<file path="config.mk">
export PLATFORM = sky130hd
export DESIGN_NAME = md_stall_ctrl
export DESIGN_NICKNAME = d
export VERILOG_FILES = /design/src/rtl/md_stall_ctrl_pkg.sv /design/src/rtl/md_stall_ctrl.sv
export SDC_FILE = /design/constraint.sdc
export NUM_CORES = 1
export LEC_CHECK = 0
export CAP_MARGIN = 20
export CORE_MARGIN = 1
export CORE_UTILIZATION = 30
export CTS_CLUSTER_SIZE = 40
export DETAILED_ROUTE_END_ITERATION = 7
export PLACE_DENSITY = 0.55
export SYNTH_ARGS = -nofsm -noshare
export SYNTH_HDL_FRONTEND = slang
export SYNTH_SLANG_ARGS = --single-unit
export TNS_END_PERCENT = 30
</file>
<file path="constraint.sdc">
create_clock -name clk -period 1.9 [get_ports clk]
set_input_delay 0.19 -clock clk [delete_from_list [all_inputs] [get_ports clk]]
set_output_delay 0.19 -clock clk [all_outputs]
set_load 0.03 [all_outputs]
</file>
<file path="src/rtl/md_stall_ctrl_pkg.sv">
// Shared pipeline stall definitions: stall bus layout, stall values, mul/div FSM encodings.
// Latency: n/a (constants and types only).
// Backpressure: n/a.
package md_stall_ctrl_pkg;

  // Stall bus bit order: [0]=PC, [1]=IF, [2]=ID, [3]=EX, [4]=MEM, [5]=WB.
  localparam int   StallBus = 6;
  localparam logic Stop     = 1'b1;
  localparam logic NoStop   = 1'b0;

  // Mul/div sequencing states.
  typedef enum logic [1:0] {
    MD_IDLE     = 2'd0,
    MD_MUL_WAIT = 2'd1,
    MD_DIV_WAIT = 2'd2,
    MD_COMMIT   = 2'd3
  } md_state_e;

  // PC..EX frozen while a multi-cycle op sits in EX; MEM/WB keep draining.
  localparam logic [StallBus-1:0] STALL_MD   = {{2{NoStop}}, {4{Stop}}};
  // PC..ID held for a load-use hazard; EX receives a bubble.
  localparam logic [StallBus-1:0] STALL_LOAD = {{3{NoStop}}, {3{Stop}}};
  localparam logic [StallBus-1:0] NO_STALL   = {StallBus{NoStop}};

endpackage

</file>
<file path="src/rtl/md_stall_ctrl.sv">
// Stall controller: merges load-use stalls with a start/wait/commit sequencer for mul/div in EX.
// Latency: stall/start/cancel combinational; multiply commits MUL_LAT+1 cycles after start, divide one cycle after div_done.
// Backpressure: holds PC..EX while a mul/div is outstanding; flush aborts it with a one-cycle cancel.
module md_stall_ctrl
  import md_stall_ctrl_pkg::*;
#(
  parameter int MUL_LAT     = 2,
  parameter int DIV_TIMEOUT = 64
) (
  input  logic                clk,
  input  logic                rst,
  input  logic                flush,
  input  logic                stallreq_for_load,
  input  logic                md_req,
  input  logic                md_is_div,
  input  logic                div_done,
  output logic [StallBus-1:0] stall,
  output logic                md_start,
  output logic                md_cancel,
  output logic                md_result_valid,
  output logic                md_error,
  output logic                md_busy
);

  md_state_e  state, state_nxt;
  logic [6:0] cnt, cnt_nxt;
  // Remembers that the op reaching COMMIT was aborted, so no result is captured.
  logic       timed_out, timed_out_nxt;

  // State, counter and timeout flag registers; reset needs no cancel since the unit shares rst.
  always_ff @(posedge clk or negedge rst) begin
    if (!rst) begin
      state     <= MD_IDLE;
      cnt       <= 7'd0;
      timed_out <= 1'b0;
    end else begin
      state     <= state_nxt;
      cnt       <= cnt_nxt;
      timed_out <= timed_out_nxt;
    end
  end

  // Next-state logic and combinational handshake/stall outputs.
  always_comb begin
    state_nxt       = state;
    cnt_nxt         = cnt;
    timed_out_nxt   = timed_out;
    stall           = NO_STALL;
    md_start        = 1'b0;
    md_cancel       = 1'b0;
    md_result_valid = 1'b0;
    md_error        = 1'b0;

    case (state)
      MD_IDLE: begin
        timed_out_nxt = 1'b0;
        if (md_req && !flush) begin
          // Mul/div wins over a simultaneous load-use request: EX is frozen anyway.
          md_start = 1'b1;
          stall    = STALL_MD;
          if (md_is_div) begin
            cnt_nxt   = 7'd0;
            state_nxt = MD_DIV_WAIT;
          end else begin
            cnt_nxt   = 7'(MUL_LAT - 1);
            state_nxt = MD_MUL_WAIT;
          end
        end else if (stallreq_for_load && !flush) begin
          stall = STALL_LOAD;
        end
      end

      MD_MUL_WAIT: begin
        if (flush) begin
          md_cancel = 1'b1;
          cnt_nxt   = 7'd0;
          state_nxt = MD_IDLE;
        end else begin
          stall = STALL_MD;
          if (cnt == 7'd0) state_nxt = MD_COMMIT;
          else             cnt_nxt   = cnt - 7'd1;
        end
      end

      MD_DIV_WAIT: begin
        // Flush outranks both div_done and the timeout in the same cycle.
        if (flush) begin
          md_cancel = 1'b1;
          cnt_nxt   = 7'd0;
          state_nxt = MD_IDLE;
        end else begin
          stall = STALL_MD;
          if (div_done) begin
            state_nxt = MD_COMMIT;
          end else if (cnt == 7'(DIV_TIMEOUT - 1)) begin
            md_error      = 1'b1;
            md_cancel     = 1'b1;
            timed_out_nxt = 1'b1;
            state_nxt     = MD_COMMIT;
          end else begin
            cnt_nxt = cnt + 7'd1;
          end
        end
      end

      MD_COMMIT: begin
        // EX still holds the committed instruction, so md_req is not looked at here.
        md_result_valid = !timed_out;
        cnt_nxt         = 7'd0;
        state_nxt       = MD_IDLE;
      end

      default: begin
        cnt_nxt   = 7'd0;
        state_nxt = MD_IDLE;
      end
    endcase

    // Outputs read as zero for as long as reset is held, whatever the inputs do.
    if (!rst) begin
      stall           = NO_STALL;
      md_start        = 1'b0;
      md_cancel       = 1'b0;
      md_result_valid = 1'b0;
      md_error        = 1'b0;
    end
  end

  assign md_busy = (state != MD_IDLE);

endmodule

</file>
==> summary.txt <==
pins over their slew limit -> 0
TritonRoute pass-1 iters -> 4
Reg2Reg Setup Slack -> 90 ps
row count -> 20
NumNets Final -> 174
clock buffer depth -> 2
initial detailed-routing violation count -> 72
Worst-path clk slew -> 70 ps
Worst Path Arrival -> 1720 ps
IO Pins -> 18
post-route clock period utilization -> 1.01
global-route wire length before repair -> 4370 µm
Pleak -> 0.650 nW
RD Place Congestion -> 0.828
Mapped Area -> 1010 µm²
max-cap violations -> 0
layout cells sized above 1 -> 0.306
Routed Antenna Nets -> 0
Main synth FF type -> dfrtp_1
M1 wire length -> 1240 µm
endpoints failing setup -> 3
outcome -> finished, violations left
HP Class -> in2async
vias in the first global route -> 959
leading post-synthesis cells by cell area -> dfrtp_1, ha_1, nand2_1
WL per Instance -> 12.9 µm
Placement Setup Slack -> -22.0 ps
Top Layer Used -> met4
GRT overflow -> 0
Yosys cell types -> 40
Seq/Total Area, Yosys -> 0.247
Hold Fails Final Rpt -> 0
clk sinks -> 10
unrepaired setup endpoints after global routing -> true
maximum clock rate -> 523 MHz
crit path time final -> 1910 ps
cells on worst reg2reg path -> 9
CORE AREA -> 3130 µm²
Post-synth EDFFs -> 0
Reg-to-Reg End -> cnt[0]
Die H -> 60.1 µm
Yosys reg bits -> 10
failing checks -> setup timing
power per cell area -> 1430 nW/µm²
largest net degree at the start of global routing -> 15
# diodes -> 0
DR vias/cell -> 5.06
DIE AREA -> 3610 µm²
initial antenna violation count -> 0
most frequent cell after synthesis -> nand2_1
# placed instances -> 196
die width -> 60.1 µm
worst skew pair latency -> 270 ps
Post-synth top cells -> nand2_1, dfrtp_1
Cells after Synth -> 125
WP data required -> 1710 ps
Post-Route WL -> 2600 µm
GRT Overall Usage -> 0.163
reg-to-reg startpoint -> state[0]
top cell type's share of synthesized area -> 0.247
Startpoint Class -> register
Max VDD drop -> 0.377 mV
Crit Path Max Fanout -> 4
via count -> 1017
mean area per synthesized cell -> 8.11 µm²
Clock Skew -> 1.54 ps
Initial Util -> 0.324
fillcell total -> 312
Crit. End Element -> primary output
DP HPWL -> 2020 µm
Root Driver -> clkbuf_4
Yosys top cell by area -> dfrtp_1
metal3 WL -> 105 µm
fin cells -> 201
Area Overhead vs Synth -> 36.5%
CTS tree -> built
routed wl met2 -> 1220 µm
CP Class -> reg2out
synth warn -> 0
IO buf count -> 15
H-Tree Depth -> 1
setup TNS -> -29.7 ps
PnR worst setup slack -> -10.3 ps
post-synthesis async set-or-reset flop share -> 1.00
number of remaining DRC errors -> 0
CTS buffer count -> 3
==> layer usage <==
metal  global-route usage  vias to the layer above
met4               0.0565                        0
li1                     -                      507
met5                    0                        -
met3               0.0390                        2
met2                0.254                       27
met1                0.216                      481
==> per-stage QoR <==
step	area, µm²	util	total power, mW	hold WS, ps
after floorplan	1020	-	1.30	-106
after global placement	1300	0.416	1.75	508
after detailed placement	1300	0.416	1.77	511
after CTS	1330	0.426	1.92	298
after global routing	1380	0.442	2.16	308
final	1380	0.442	1.97	314
==> logic make-up (layout without fill, tap and decap cells) <==
family | count (synthesis) | count (layout) | synth area share
AO/OA/AOI/OAI | 35 | 35 | 0.246
XOR/XNOR | 4 | 4 | 0.0346
adder cells (fa/ha/maj) | 8 | 8 | 0.0988
buffers and inverters | 21 | 52 | 0.115
flip-flops | 10 | 10 | 0.247
multiplexers | 3 | 3 | 0.0346
other | 1 | 2 | 0.00370
AND/OR/NAND/NOR | 43 | 43 | 0.221
==> worst max-delay path, cell delays in order, from the launching register on <==
cell	delay, ps
dfrtp_1	390
buf_4	160
ha_1	190
or3b_4	370
a21oi_2	160
buf_4	190
==> report_power, final <==
part / switching (mW) / internal, mW
logic: 0.791 / 0.661
clock network: 0.0804 / 0.0733
registers: 0.0829 / 0.284
total: 0.955 / 1.02
==> sequential cells by signal, indices dropped and copies added (netlist names) <==
register	count
cnt	7
state	2
timed_out	1
==> worst max-delay path by stage <==
stage	startpoint	slack, ps	to
final	state[0]	-10	stall[1]
after CTS	cnt[1]	-50	md_cancel
after floorplan	cnt[0]	-100	md_cancel
after detailed placement	flush	-20	cnt[3]
after global placement	flush	40	stall[0]
after global routing	cnt[1]	-90	md_cancel
==> what timing repair did <==
item / CTS / global route
endpoints found under the setup margin: 7 / 13
resized for setup: 5 / 7
pin swaps: 1 / 4
hold buffers: 0 / 0
setup buffers: 0 / 2
==> placed cells by master, fill, tap and decap left out, types with 3 or more instances in the layout <==
cell type / synthesis / routed
nor2_1: 8 / 8
clkdlybuf4s50_1: 0 / 6
nand2_1: 15 / 15
buf_4: 5 / 33
dfrtp_1: 10 / 10
inv_1: 8 / 8
o21ai_0: 8 / 7
xor2_1: 4 / 4
ha_1: 8 / 6
a21oi_1: 7 / 6
clkbuf_4: 0 / 3
nand2b_1: 4 / 4
==> final cells by class <==
cell class                      instances  area [µm²]  share of cell area
Inverter                                8        30.0              0.0217
Clock buffer                            3        22.5              0.0163
Tap cell                               44        55.1              0.0398
Multi-Input combinational cell         95         698               0.505
Sequential cell                        10         250               0.181
Timing Repair Buffer                   41         328               0.237
(Power assumes the default switching activity.)
